File: src/rtl/xbar_port_arbiter_pkg.sv
// Shared definitions for the crossbar column arbiters: FSM encoding,
// default sizing and a constant-evaluable clog2.
package xbar_pkg;

  typedef enum logic [1:0] {
    IDLE     = 2'd0,
    WAIT_ACK = 2'd1,
    WAIT_REL = 2'd2
  } state_t;

  localparam int N_MASTERS_DEF = 4;
  localparam int TIMEOUT_DEF   = 255;

  // Smallest r with 2**r >= n; used to size master indices.
  function automatic int clog2(input int n);
    int r;
    r = 0;
    while ((1 << r) < n) r++;
    return r;
  endfunction

endpackage

File: src/rtl/xbar_port_arbiter_if.sv
// Request/grant bundle between the masters of one crossbar column and the
// column's arbiter.
//
// Handshake: m_req[i] is a level; master i raises it and holds it for the
// whole transaction, dropping it to end the transaction (or to abort before
// s_ack). s_ack is the slave's acknowledge seen through the enabled
// crosspoint and only matters while the arbiter waits for it. grant is the
// one-hot crosspoint enable; it stays high from grant until the master drops
// its request, the watchdog fires, or reset.
interface xbar_port_arbiter_if
  import xbar_pkg::*;
#(
  parameter int N_MASTERS = N_MASTERS_DEF,
  parameter int ID_W      = clog2(N_MASTERS)
);
  logic [N_MASTERS-1:0] m_req;
  logic                 s_ack;
  logic [N_MASTERS-1:0] grant;
  logic [ID_W-1:0]      grant_id;
  logic                 conn_active;
  logic                 timeout_err;
  logic [ID_W-1:0]      err_id;
  state_t               state_dbg;

  // Arbiter side of the column.
  modport slave (
    input  m_req, s_ack,
    output grant, grant_id, conn_active, timeout_err, err_id, state_dbg
  );

  // Requester / observer side.
  modport master (
    output m_req, s_ack,
    input  grant, grant_id, conn_active, timeout_err, err_id, state_dbg
  );
endinterface

File: src/rtl/xbar_port_arbiter_rr_pick.sv
// Combinational round-robin picker: returns the first requesting index at or
// after ptr, wrapping at N_MASTERS. Shared by all four column arbiters.
module rr_pick
  import xbar_pkg::*;
#(
  parameter int N_MASTERS = N_MASTERS_DEF,
  parameter int ID_W      = clog2(N_MASTERS)
) (
  input  logic [N_MASTERS-1:0] req,
  input  logic [ID_W-1:0]      ptr,
  output logic [ID_W-1:0]      winner,
  output logic                 any
);
  localparam int SW = ID_W + 1;
  localparam logic [SW-1:0] N_EXT = SW'(N_MASTERS);

  // Scan from the lowest priority slot down so the highest priority hit wins.
  always_comb begin
    winner = '0;
    any    = 1'b0;
    for (int i = N_MASTERS - 1; i >= 0; i--) begin
      logic [SW-1:0] sum;
      sum = {1'b0, ptr} + SW'(i);
      if (sum >= N_EXT) sum = sum - N_EXT;
      if (req[sum[ID_W-1:0]]) begin
        winner = sum[ID_W-1:0];
        any    = 1'b1;
      end
    end
  end
endmodule

File: src/rtl/xbar_port_arbiter.sv
// Round-robin arbiter for one slave port of the 4x4 crossbar. Holds a one-hot
// crosspoint enable for a whole req/ack transaction, forces one idle cycle
// between grants so enables never overlap, and drops a grant whose slave
// never acknowledges.
module xbar_port_arbiter
  import xbar_pkg::*;
#(
  parameter int N_MASTERS = N_MASTERS_DEF,
  parameter int ID_W      = clog2(N_MASTERS),
  parameter int TIMEOUT   = TIMEOUT_DEF,
  parameter int CNT_W     = 8
) (
  input logic               clk,
  input logic               reset,
  xbar_port_arbiter_if.slave bus
);
  localparam bit              TO_EN   = (TIMEOUT != 0);
  localparam logic [CNT_W-1:0] TO_LAST = CNT_W'(TIMEOUT - 1);
  localparam logic [ID_W-1:0]  LAST_ID = ID_W'(N_MASTERS - 1);

  state_t                state_q,    state_d;
  logic [ID_W-1:0]       rr_ptr_q,   rr_ptr_d;
  logic [CNT_W-1:0]      cnt_q,      cnt_d;
  logic [N_MASTERS-1:0]  grant_q,    grant_d;
  logic [ID_W-1:0]       grant_id_q, grant_id_d;
  logic                  conn_q,     conn_d;
  logic                  terr_q,     terr_d;
  logic [ID_W-1:0]       err_id_q,   err_id_d;

  logic [ID_W-1:0]       pick_id;
  logic                  pick_any;
  logic                  owner_req;

  rr_pick #(
    .N_MASTERS (N_MASTERS),
    .ID_W      (ID_W)
  ) u_pick (
    .req    (bus.m_req),
    .ptr    (rr_ptr_q),
    .winner (pick_id),
    .any    (pick_any)
  );

  assign owner_req = bus.m_req[grant_id_q];

  // Next-state and next-output logic for the grant FSM and watchdog.
  always_comb begin
    state_d    = state_q;
    rr_ptr_d   = rr_ptr_q;
    cnt_d      = cnt_q;
    grant_d    = grant_q;
    grant_id_d = grant_id_q;
    conn_d     = conn_q;
    terr_d     = 1'b0;
    err_id_d   = err_id_q;

    case (state_q)
      IDLE: begin
        grant_d = '0;
        conn_d  = 1'b0;
        if (pick_any) begin
          grant_d[pick_id] = 1'b1;
          grant_id_d       = pick_id;
          conn_d           = 1'b1;
          cnt_d            = '0;
          rr_ptr_d         = (pick_id == LAST_ID) ? '0 : pick_id + ID_W'(1);
          state_d          = WAIT_ACK;
        end
      end

      WAIT_ACK: begin
        cnt_d = cnt_q + CNT_W'(1);
        // Abort beats ack and timeout: the master has already walked away.
        if (!owner_req) begin
          grant_d = '0;
          conn_d  = 1'b0;
          state_d = IDLE;
        end else if (bus.s_ack) begin
          state_d = WAIT_REL;
        end else if (TO_EN && (cnt_q == TO_LAST)) begin
          terr_d   = 1'b1;
          err_id_d = grant_id_q;
          grant_d  = '0;
          conn_d   = 1'b0;
          state_d  = IDLE;
        end
      end

      WAIT_REL: begin
        // Read data flows here; only the master's release ends the grant.
        if (!owner_req) begin
          grant_d = '0;
          conn_d  = 1'b0;
          state_d = IDLE;
        end
      end

      default: begin
        grant_d = '0;
        conn_d  = 1'b0;
        state_d = IDLE;
      end
    endcase
  end

  // State and registered outputs; reset clears the column immediately.
  always_ff @(posedge clk or negedge reset) begin
    if (!reset) begin
      state_q    <= IDLE;
      rr_ptr_q   <= '0;
      cnt_q      <= '0;
      grant_q    <= '0;
      grant_id_q <= '0;
      conn_q     <= 1'b0;
      terr_q     <= 1'b0;
      err_id_q   <= '0;
    end else begin
      state_q    <= state_d;
      rr_ptr_q   <= rr_ptr_d;
      cnt_q      <= cnt_d;
      grant_q    <= grant_d;
      grant_id_q <= grant_id_d;
      conn_q     <= conn_d;
      terr_q     <= terr_d;
      err_id_q   <= err_id_d;
    end
  end

  assign bus.grant       = grant_q;
  assign bus.grant_id    = grant_id_q;
  assign bus.conn_active = conn_q;
  assign bus.timeout_err = terr_q;
  assign bus.err_id      = err_id_q;
  assign bus.state_dbg   = state_q;

endmodule

File: src/flat_wrapper.sv
// flat-port wrapper written by rule: the top's interface ports become plain ports
module xbar_port_arbiter_flat import xbar_pkg::*;
#(
  parameter int N_MASTERS = N_MASTERS_DEF,
  parameter int ID_W      = clog2(N_MASTERS),
  parameter int TIMEOUT   = TIMEOUT_DEF,
  parameter int CNT_W     = 8
)
  (clk, reset, bus_m_req, bus_s_ack, bus_grant, bus_grant_id, bus_conn_active, bus_timeout_err, bus_err_id, bus_state_dbg);
  xbar_port_arbiter_if #(.N_MASTERS(N_MASTERS), .ID_W(ID_W)) bus_i ();
  input logic clk;
  input logic reset;
  input wire logic [$bits(bus_i.m_req)-1:0] bus_m_req;
  input wire logic [$bits(bus_i.s_ack)-1:0] bus_s_ack;
  output wire logic [$bits(bus_i.grant)-1:0] bus_grant;
  output wire logic [$bits(bus_i.grant_id)-1:0] bus_grant_id;
  output wire logic [$bits(bus_i.conn_active)-1:0] bus_conn_active;
  output wire logic [$bits(bus_i.timeout_err)-1:0] bus_timeout_err;
  output wire logic [$bits(bus_i.err_id)-1:0] bus_err_id;
  output wire logic [$bits(bus_i.state_dbg)-1:0] bus_state_dbg;
  assign bus_i.m_req = bus_m_req;
  assign bus_i.s_ack = bus_s_ack;
  assign bus_grant = bus_i.grant;
  assign bus_grant_id = bus_i.grant_id;
  assign bus_conn_active = bus_i.conn_active;
  assign bus_timeout_err = bus_i.timeout_err;
  assign bus_err_id = bus_i.err_id;
  assign bus_state_dbg = bus_i.state_dbg;
  xbar_port_arbiter #(.N_MASTERS(N_MASTERS), .ID_W(ID_W), .TIMEOUT(TIMEOUT), .CNT_W(CNT_W)) u_core (.clk(clk), .reset(reset), .bus(bus_i));
endmodule
File: config.mk
export PLATFORM = sky130hd
export DESIGN_NAME = xbar_port_arbiter_flat
export DESIGN_NICKNAME = d
export VERILOG_FILES = /design/src/rtl/xbar_port_arbiter_pkg.sv /design/src/rtl/xbar_port_arbiter_if.sv /design/src/rtl/xbar_port_arbiter_rr_pick.sv /design/src/rtl/xbar_port_arbiter.sv /design/src/flat_wrapper.sv
export SDC_FILE = /design/constraint.sdc
export NUM_CORES = 1
export LEC_CHECK = 0
export CORE_ASPECT_RATIO = 0.9
export CORE_MARGIN = 3
export CORE_UTILIZATION = 45
export CTS_BUF_LIST = sky130_fd_sc_hd__clkbuf_4 sky130_fd_sc_hd__clkbuf_8 sky130_fd_sc_hd__clkbuf_16
export DETAILED_ROUTE_END_ITERATION = 8
export PLACE_DENSITY_LB_ADDON = 0.15
export SYNTH_ARGS = -nofsm -noshare
export SYNTH_HDL_FRONTEND = slang
export SYNTH_SLANG_ARGS = --single-unit
File: constraint.sdc
create_clock -name clk -period 1.91 [get_ports clk]
set_clock_uncertainty 0.05 [all_clocks]
set_input_delay 0.382 -clock clk [delete_from_list [all_inputs] [get_ports clk]]
set_output_delay 0.382 -clock clk [all_outputs]
set_load 0.02 [all_outputs]
# After elaboration in Yosys (flattened, before gate mapping)
# Index checks and enable logic that the tools add are counted.
# totals
ff_bits	22
in_bits	7
output_inout_bits	12
word_cells	95
# classes
addsub	9
magnitude_cmp	11
eq_ne	9
muxes	49
n_bitwise	1
n_reduce_logical	8
# ops
op	count
two-way mux 2 bit	14
two-way mux 4 bit	5
two-way mux 1 bit	19
less-than comparator 2 x 3 -> 1 bit (second input constant)	6
one-hot mux 8 bit (2 select lines)	1
one-hot mux 4 bit (3 select lines)	1
binary-select mux 1 bit (select 2 bit)	5
>= comparator 3 bit (second input constant)	3
adder 8 x 1 -> 8 bit (second input constant)	1
equality test 8 bit (second input constant)	1
two-way mux 8 bit	1
subtractor 2 x 1 -> 2 bit (second input constant)	4
adder 2 x 2 -> 3 bit (second input constant)	2
!= test 3 bit (second input constant)	2
one-hot mux 2 bit (3 select lines)	1
AND reduction 3 bit	2
equality test 2 bit (second input constant)	2
!= test 4 bit (second input constant)	1
AND reduction 2 bit	2
AND reduction 4 bit	1
adder 2 x 1 -> 3 bit (second input constant)	1
>= comparator 2 x 3 -> 1 bit (second input constant)	1
one-hot mux 1 bit (3 select lines)	1
adder 2 x 1 -> 2 bit (second input constant)	1
9 further kinds	9

# Logic depth before layout (Yosys ltp)
# Gate-level depths: netlist of the first run.
# logic_depth
word_depth	15
depth_mapped	6
depth_no_buf	6

# By module
# A second synthesis of the first run with hierarchy kept.
# unflattened
cells_unflattened	111
area_unflattened_um2	1174.9
# by_module_without_submodules
module	instances	cells_each	area_per_inst_um2
xbar_port_arbiter	1	98	1097.3
rr_pick	1	13	77.6

# Least setup slack after synthesis of the first run
# OpenSTA, ideal clock, no wires.
# synth_path
path_type	reg2reg
from	register u_core.grant_id_q[0] (netlist: u_core.bus.grant_id[0])
to	register u_core.err_id_q[0] (netlist: u_core.bus.err_id[0])
setup_ns	0.125
arrival_time_ns	1.472
t_required_ns	1.735
path_slack_ns	0.263
path_stages_with_launch	4
path_buffers	0
path_cell_list	dfrtp_1 -> mux4_2 -> nand3_2 -> mux2_2
# synth_via
elab_chain_len	3
# synth_rtl
element	line	text
start, declared	xbar_port_arbiter.sv:25	logic [ID_W-1:0] grant_id_q, grant_id_d;
start signal, assigned	xbar_port_arbiter.sv:122	grant_id_q <= grant_id_d;
binary-select mux 1 bit (select 2 bit)	xbar_port_arbiter.sv:44	assign owner_req = bus.m_req[grant_id_q];
two-way mux 1 bit (implied by the code)	xbar_port_arbiter.sv:44	
AND reduction 4 bit (no source line)	n/a	
end signal, assigned	xbar_port_arbiter.sv:125	err_id_q <= err_id_d;
end, declared	xbar_port_arbiter.sv:28	logic [ID_W-1:0] err_id_q, err_id_d;
# Parallel ways exist; a longest one is shown, timed or not. The select of a mux whose other input is x is not followed.
# A chain may end at the register's enable or synchronous reset.

# Worst setup path in the final report of the first run
# layout_path
from	input bus_m_req[3]
to	register u_core.rr_ptr_q[1]
# layout_via
elab_chain_len	8
elab_cells_between_ends	20
classes_between	1 x add/sub; 1 x eq/ne; 17 x mux; 1 x reduce/logical
# layout_rtl
element	line	text
start, declared	flat_wrapper.sv:13	input wire logic [$bits(bus_i.m_req)-1:0] bus_m_req;
binary-select mux 1 bit (select 2 bit)	xbar_port_arbiter_rr_pick.sv:25	if (req[sum[ID_W-1:0]]) begin
two-way mux 1 bit (implied by the code)	xbar_port_arbiter_rr_pick.sv:25	
two-way mux 2 bit (3 in series)	xbar_port_arbiter_rr_pick.sv:25	
two-way mux 2 bit (*)	xbar_port_arbiter_rr_pick.sv:25	
net u_core.pick_id[0]	xbar_port_arbiter.sv:30	logic [ID_W-1:0] pick_id;
adder 2 x 1 -> 2 bit or equality test 2 bit (tied branches)	xbar_port_arbiter.sv:66	rr_ptr_d = (pick_id == LAST_ID) ? '0 : pick_id + ID_W'(1);
two-way mux 2 bit (*)	xbar_port_arbiter.sv:66	
end signal, assigned	xbar_port_arbiter.sv:119	rr_ptr_q <= rr_ptr_d;
end, declared	xbar_port_arbiter.sv:22	logic [ID_W-1:0] rr_ptr_q, rr_ptr_d;
# The timed path passes the listed nets; every way through them passes the cells marked *. The select of a mux whose other input is x is not followed.

==> results of run 1 <==
-- layout make-up --
class,count,area (sq um),area share [%]
Multi-Input combinational cell,78,582,38.7
Sequential cell,22,551,36.6
Clock buffer,4,36.3,2.41
Timing Repair Buffer,29,277,18.4
Inverter,7,26.3,1.75
Tap cell,27,33.8,2.24
-- sequential cells by signal (all words and copies together), names as in the netlist --
signal                  cells
u_core.cnt_q                8
u_core.bus.grant            4
u_core.bus.err_id           2
u_core.bus.grant_id         2
u_core.bus.state_dbg        2
u_core.rr_ptr_q             2
u_core.bus.conn_active      1
u_core.bus.timeout_err      1
-- cells in the mapped netlist, types with 2 or more instances --
cell type / number / area [sq um]
nand3_1: 4 / 20.0
mux2_2: 3 / 33.8
xor2_1: 5 / 43.8
o21ai_0: 9 / 45.0
nand4_1: 2 / 12.5
ha_1: 6 / 75.1
inv_1: 7 / 26.3
nor2b_1: 3 / 18.8
a21o_1: 2 / 15.0
and3_1: 2 / 12.5
nand2_1: 10 / 37.5
nor3_1: 2 / 10.0
nor2_1: 5 / 18.8
dfrtp_1: 22 / 551
a22o_1: 4 / 35.0
nand2b_1: 2 / 12.5
a21oi_1: 5 / 25.0
-- kinds of logic (layout without fill, tap and decap cells) --
logic type                 count (synthesis)  count (layout)  synth area share [%]
AOI/OAI and AO/OA                         25              25                  14.7
DFF                                       22              22                  47.5
and+or+nand+nor                           36              36                  16.8
muxes                                      6               6                  7.13
adders and majority gates                  6               6                  6.48
xor gates and xnor gates                   5               5                  3.78
buffers and inverters                      9              40                  3.56
-- worst max-delay path, delay by kind of cell --
family,cells,cell delay [ps]
multiplexers,1,250
AO/OA/AOI/OAI,2,440
buffers and inverters,2,650
adder cells (fa/ha/maj),1,320
-- worst paths after layout --
check                                        from                      to  slack [ps]  cells past startpoint
max reg2reg                    u_core.rr_ptr_q[0]      u_core.rr_ptr_q[1]         240                      5
min in group clk           u_core.bus.conn_active  u_core.bus.conn_active         450                      1
min reg2reg                u_core.bus.conn_active  u_core.bus.conn_active         450                      1
min                                         reset    u_core.bus.err_id[0]         350                      2
max                                  bus_m_req[3]      u_core.rr_ptr_q[1]          20                      6
max in group asynchronous                   reset     u_core.bus.grant[3]        1250                      2
-- per-stage QoR --
step                      total power (uW)  hold slack [ps]  area [sq um]  setup TNS [ps]
after floorplan                       1330             36.4          1160               0
after global placement                1670              420          1430           -4010
after detailed placement              1700              418          1430           -4860
after CTS                             1980              355          1480               0
after global routing                  2100              361          1510           -27.2
final                                 1970              347          1510               0
-- metal layers --
metal / vias to the layer above / global-route usage, % / wire, microns
li1: 441 / - / -
met1: 447 / 20.6 / 1090
met2: 17 / 28.9 / 1160
met3: 4 / 5.52 / 129
met4: 0 / 7.92 / 38
met5: - / 0 / 0
-- timing repair --
item                       CTS  global route
setup buffers                1             0
gates resized for setup      2             8
pin swaps                    2             1
setup endpoints to repair   10             6
-- power by group --
group	internal (uW)	leakage (uW)	total [uW]	switching, uW
sequential	597	0.000288	733	137
combinational	487	0.000408	981	494
clock	117	0.0000210	258	141
==> flow_summary.yaml, run 1 <==
status:
  outcome: "finished, final reports clean"
drt:
  dr.pass1.iters: 4
  drc_errors: 0
  drt_iter0_markers: 22
  postRouteAntennaNets: 0
  drt_wl_total_microns: 2420
  via_count: 909
  wl_per_cell_microns: 14.5
  viasPerCell: 5.44
yosys:
  netlist_area_sq_um: 1160
  ys_types: 33
  syn_nets: 122
  synthCells: 109
  yosysSeqAreaShare_pct: 47.5
  async_flop_share_pct: 100
  synth_edf_count: 0
  avgSynthCellArea_sq_um: 10.6
  synth_warnings: 0
  yosys_most_used_dff: "dfrtp_1"
  ys_ff_latch: 22
global_routing:
  grt_usage_pct: 17.4
  grt_pass1_vias: 918
  grt_first_pass_wirelength_microns: 4080
  grt_max_degree: 23
  grt_overflow: 0
  antenna_found_initial: 0
worst_hold_path:
  min_path_type: "primary input to asynchronous set/reset pin"
timing:
  min_period_over_period_pct: 98.7
  finalSetupViolations: 0
  worst_slew_pin_slew_ps: 715
  hold_viol: 0
  layout_setup_ws_ps: 24.4
  max_freq_ghz: 0.530
  drv_slew: 0
  min_period_ps: 1890
  relSlewSlack_pct: 52.1
cts:
  clk_pin_slew_ps: 120
  cts_tree: "done"
  clock_latency_ps: 310
  hold_buffers: 0
  cts.sinks: 22
  clock_path_buffers: 2
  h-tree-depth: 1
  cts_made_buffers: 3
  clockRootBuffer: "clkbuf_4"
final_layout:
  nets: 154
  final_util_pct: 65.4
  final_cells: 167
  final_common_cell: "dfrtp_1"
  final_cell_mix: "22 x dfrtp_1, 14 x clkdlybuf4s50_1, 10 x nand2_1"
  area_growth_pct: 29.9
  antenna_cells: 0
  fill_cells: 190
  drive_gt1_share_pct: 20.7
worst_setup_path:
  slowest_delay_ps: 520
  worstPathMaxFanout: 5
  end_kind: "register"
  arrival_ps: 2050
  cpMaxStageDelayCell: "clkdlybuf4s50_1"
  path_class: "primary input to register"
  cp.required_ps: 2070
  crit_chain: "clkdlybuf4s50_1 -> buf_6 -> o22ai_1 -> a211oi_2 -> ha_1 -> mux2_4"
  startpoint_type: "primary input"
floorplan:
  rows: 16
  die_h_microns: 54.1
  core_area_sq_um: 2300
  start_util_pct: 50.3
  dieWidth_microns: 59.5
  io_pins: 19
  die-area_sq_um: 3220
placed_design:
  dp_cells: 162
  post-place-ws_ps: -566
  hpwlAfterDp_microns: 1730
  gp_congestion: 0.682
  port_buffers: 18
power:
  powerDensity_nw_per_um2: 1310
  power_leakage_uw: 0.000717
  peakVddDrop_mv: 0.858
run:
  maxCapViolations: 0
Note: power is estimated with default switching activity, not from simulation.
==> run 2: changes to the inputs <==
GPL_TIMING_DRIVEN = 0   (was not set)
SKIP_CTS_REPAIR_TIMING = 1   (was not set)
==> flow_summary.yaml, run 2 (synthesis gave the netlist of run 1 again) <==
global_routing:
  grt_overflow: 0
  grt_usage_pct: 16.3
  grt_pass1_vias: 893
  antenna_found_initial: 0
  grt_max_degree: 23
  grt_first_pass_wirelength_microns: 3900
worst_setup_path:
  cp.required_ps: 1480
  startpoint: "u_core.bus.state_dbg[1]"
  worst-path-buf-inv: 1
  end_kind: "primary output"
  slowest_delay_ps: 630
  path_depth: 1
  crit_chain: "clkdlybuf4s50_1"
  cpMaxStageDelayCell: "clkdlybuf4s50_1"
  r2r_setup_slack_ps: 240
  reg2reg_depth: 5
  cpLargestDelayFamily: "buffers and inverters"
  rr_startpoint: "u_core.rr_ptr_q[1]"
  path_class: "register to primary output"
  arrival_ps: 1360
  startpoint_type: "register"
  worstPathMaxFanout: 6
cts:
  clock_latency_ps: 300
  cts_made_buffers: 3
  h-tree-depth: 1
  clock_path_buffers: 2
  clk_pin_slew_ps: 110
  clockRootBuffer: "clkbuf_4"
  cts_tree: "done"
  cts.sinks: 22
floorplan:
  dieWidth_microns: 59.5
  io_pins: 19
  core_area_sq_um: 2300
  die_h_microns: 54.1
  start_util_pct: 50.3
  rows: 16
  die-area_sq_um: 3220
drt:
  wl_per_cell_microns: 13.9
  drc_errors: 0
  viasPerCell: 5.46
  postRouteAntennaNets: 0
  drt_wl_total_microns: 2190
  wl_met2_microns: 1010
  wl_met3_microns: 116
  highest_layer: "met4"
  dr.pass1.iters: 4
  via_count: 863
  drt_iter0_markers: 15
  m1WireLength_microns: 1060
timing:
  relSlewSlack_pct: 34.5
  finalSetupViolations: 0
  drv_slew: 0
  rsz0062_at_grt: "false"
  max_freq_ghz: 0.557
  min_period_over_period_pct: 94.1
  min_period_ps: 1800
  worst_slew_pin_slew_ps: 980
  hold_viol: 0
  fin_hold_ws_ps: 446
final_layout:
  drive_gt1_share_pct: 12.2
  final_common_cell: "dfrtp_1"
  final_cell_mix: "22 x dfrtp_1, 14 x clkdlybuf4s50_1, 10 x nand2_1"
  antenna_cells: 0
  regMostFlops: "u_core.cnt_q"
  largest_reg_flops: 8
  fin_area_sq_um: 1420
  seq_area_sq_um: 551
  nets: 146
  area_growth_pct: 22.4
  final_cells: 158
  final_util_pct: 61.6
  fill_cells: 210
  multiInputGateArea_sq_um: 572
worst_hold_path:
  min_path_type: "register to register"
  whs_path_depth: 1
  worstHoldStart: "u_core.bus.conn_active"
placed_design:
  port_buffers: 18
  gp_congestion: 0.733
  postPlaceCellArea_sq_um: 1370
  hpwlAfterDp_microns: 1650
  dp_cells: 154
power:
  power_leakage_uw: 0.000668
  finalPower_uw: 1850
  powerDensity_nw_per_um2: 1310
  peakVddDrop_mv: 0.921
run:
  maxCapViolations: 0
status:
  outcome: "finished, final reports clean"
run 2: power breakdown:
part | total (uW) | switching, uW | internal (uW)
registers | 732 | 136 | 597
clock network | 201 | 128 | 73.5
logic | 918 | 465 | 453
total | 1850 | 728 | 1120
run 2: layer usage:
metal | vias to the layer above | GRT usage [%]
met1 | 415 | 19.8
met5 | - | 0
li1 | 428 | -
met4 | 0 | 3.40
met3 | 2 | 4.80
met2 | 18 | 28.5
run 2: final cells by class:
type / instances / area share (%)
multi-input cells: 78 / 40.3
flip-flops and latches: 22 / 38.8
plain buffers: 2 / 1.06
well taps: 27 / 2.38
inverters: 7 / 1.85
repair buffers: 19 / 13.9
clock buffers: 3 / 1.59
run 2: final timing paths:
kind / to
setup / recovery: bus_state_dbg[1]
hold / removal: u_core.bus.conn_active
setup reg to reg: u_core.rr_ptr_q[1]
hold reg to reg: u_core.bus.conn_active
max in group asynchronous: u_core.bus.grant[2]
min in group asynchronous: u_core.bus.err_id[0]
run 2: metrics by stage:
| step | setup TNS (ps) | setup slack [ps] |
|---|---|---|
| floorplan | 0 | 263 |
| global placement | -1950 | -360 |
| detailed placement | -2260 | -397 |
| CTS | -147 | -58.9 |
| global route | 0 | 45.1 |
| finish | 0 | 113 |
==> run 3: changes to the inputs <==
ABC_AREA = 1   (was not set)
CORE_MARGIN = 2   (was 3)
==> flow_summary.yaml, run 3 <==
status:
  outcome: "finished, final reports clean"
power:
  peakVddDrop_mv: 0.806
  p_int_uw: 1340
  powerDensity_nw_per_um2: 1590
  power_leakage_uw: 0.000868
  combPwrFrac_pct: 65.5
  power.net_switching_uw: 1370
  switching_share_pct: 50.6
  power_frac_seq_pct: 26.7
  pwr-share-clk_pct: 7.7
worst_setup_path:
  cp.required_ps: 1480
  crit_chain: "clkdlybuf4s50_1"
  cpMaxStageDelayCell: "clkdlybuf4s50_1"
  startpoint_type: "register"
  path_class: "register to primary output"
  worst-path-buf-inv: 1
  slowest_delay_ps: 640
  end_kind: "primary output"
  arrival_ps: 1400
  cpLargestDelayFamily: "buffers and inverters"
  worstPathMaxFanout: 5
worst_hold_path:
  min_path_type: "register to register"
cts:
  cts_tree: "done"
  cts.sinks: 22
  clock_latency_ps: 310
  clk_pin_slew_ps: 110
  h-tree-depth: 1
  clockRootBuffer: "clkbuf_4"
  cts_made_buffers: 3
  clock_path_buffers: 2
timing:
  finalSetupViolations: 0
  relSlewSlack_pct: 34.4
  max_freq_ghz: 0.546
  hold_viol: 0
  min_period_over_period_pct: 96.0
  worst_slew_pin_slew_ps: 981
  min_period_ps: 1830
  drv_slew: 0
  layout_setup_ws_ps: 76.9
yosys:
  yosysSeqAreaShare_pct: 40.0
  syn_nets: 194
  synth_edf_count: 0
  synth.most_common_cell: "nand2_1"
  synthTopCellsByArea: "dfrtp_1 40%, nand2_1 17%, ha_1 5.4%"
  yosys_most_used_dff: "dfrtp_1"
  synth_top_area_share_pct: 40.0
  synth_warnings: 0
  avgSynthCellArea_sq_um: 7.61
  synth_common_cells: "63 x nand2_1, 22 x dfrtp_1, 19 x inv_1"
  ys_types: 24
  netlist_area_sq_um: 1380
  async_flop_share_pct: 100
  ys_ff_latch: 22
  synth_top_area_cell: "dfrtp_1"
  synthCells: 181
floorplan:
  die_h_microns: 56.5
  core_area_sq_um: 3000
  start_util_pct: 46.0
  die-area_sq_um: 3520
  dieWidth_microns: 62.3
  io_pins: 19
  rows: 19
global_routing:
  grt_pass1_vias: 1207
  grt_overflow: 0
  grt_first_pass_wirelength_microns: 5400
  antenna_found_initial: 0
  grt_max_degree: 23
  grt_usage_pct: 19.5
drt:
  postRouteAntennaNets: 0
  drc_errors: 0
  wl_per_cell_microns: 12.2
  drt_wl_total_microns: 3010
  drt_iter0_markers: 63
  dr.pass1.iters: 4
  via_count: 1233
  viasPerCell: 4.99
placed_design:
  gp_congestion: 0.892
  postPlaceCellArea_sq_um: 1610
  post-place-ws_ps: -381
  port_buffers: 18
  dp_cells: 241
  hpwlAfterDp_microns: 2250
run:
  maxCapViolations: 0
final_layout:
  multiInputGateArea_sq_um: 769
  final_common_cell: "nand2_1"
  largest_reg_flops: 8
  fin_area_sq_um: 1710
  seq_area_sq_um: 551
  final_cell_mix: "53 x nand2_1, 22 x dfrtp_1, 17 x inv_1"
  regMostFlops: "u_core.cnt_q"
  final_util_pct: 57.0
  final_cells: 247
  antenna_cells: 0
  fill_cells: 293
  drive_gt1_share_pct: 22.4
  area_growth_pct: 24.0
  nets: 220
-- run 3: cell types whose count changed after synthesis, sizes merged, moves of 4 or more --
cell	before	now
inv	7	23
xor2	5	0
nor2	6	15
o21ai	9	18
a22o	4	0
nand2	10	73
nand3	5	14
mux2	5	0
-- run 3: stage by stage --
| stage | TNS [ps] | power (uW) | hold slack, ps |
|---|---|---|---|
| floorplan | 0 | 1880 | 36.4 |
| global placement | -1150 | 2270 | 412 |
| detailed placement | -1370 | 2330 | 416 |
| CTS | -46.1 | 2550 | 455 |
| global route | -23.6 | 3010 | 471 |
| finish | 0 | 2710 | 446 |
-- run 3: layer usage --
layer  vias to the layer above  global-route usage [%]  wire length, microns
met5                         -                       0                     0
li1                        631                       -                     -
met2                        33                    33.4                  1380
met1                       563                    24.5                  1400
met4                         0                    6.67                    57
met3                         6                    4.61                   161
-- run 3: cells by family after synthesis --
| kind of cell | count (synthesis) | share of synthesized area (%) |
|---|---|---|
| simple gates | 107 | 36.3 |
| buf+inv | 24 | 7.63 |
| compound gates | 22 | 10.6 |
| flops | 22 | 40.0 |
| fa+ha+maj | 6 | 5.45 |
-- run 3: path summary, 6_finish.rpt --
path                                              start                     end  slack, ps  cells past startpoint
worst max register to register       u_core.rr_ptr_q[0]     u_core.bus.grant[1]        140                     13
min in group asynchronous                         reset    u_core.bus.err_id[0]        550                      1
worst min-delay path             u_core.bus.conn_active  u_core.bus.conn_active        450                      2
worst max-delay path            u_core.bus.state_dbg[1]        bus_state_dbg[1]         80                      1
max in group asynchronous                         reset     u_core.bus.grant[0]        670                      1
worst min register to register   u_core.bus.conn_active  u_core.bus.conn_active        450                      2
-- run 3: final cells by class --
type | instances | area share (%)
Multi-Input combinational cell | 135 | 45.1
Sequential cell | 22 | 32.2
Timing Repair Buffer | 21 | 12.2
Inverter | 23 | 5.49
Tap cell | 42 | 3.08
Clock buffer | 3 | 1.32
Buffer | 1 | 0.659
-- run 3: power groups by stage --
stage	logic, uW	clock network (uW)	registers, uW
after floorplan	1080	0	796
after global placement	1540	0	725
after detailed placement	1610	0	727
after CTS	1620	220	719
after global routing	2020	244	747
final	1780	210	724
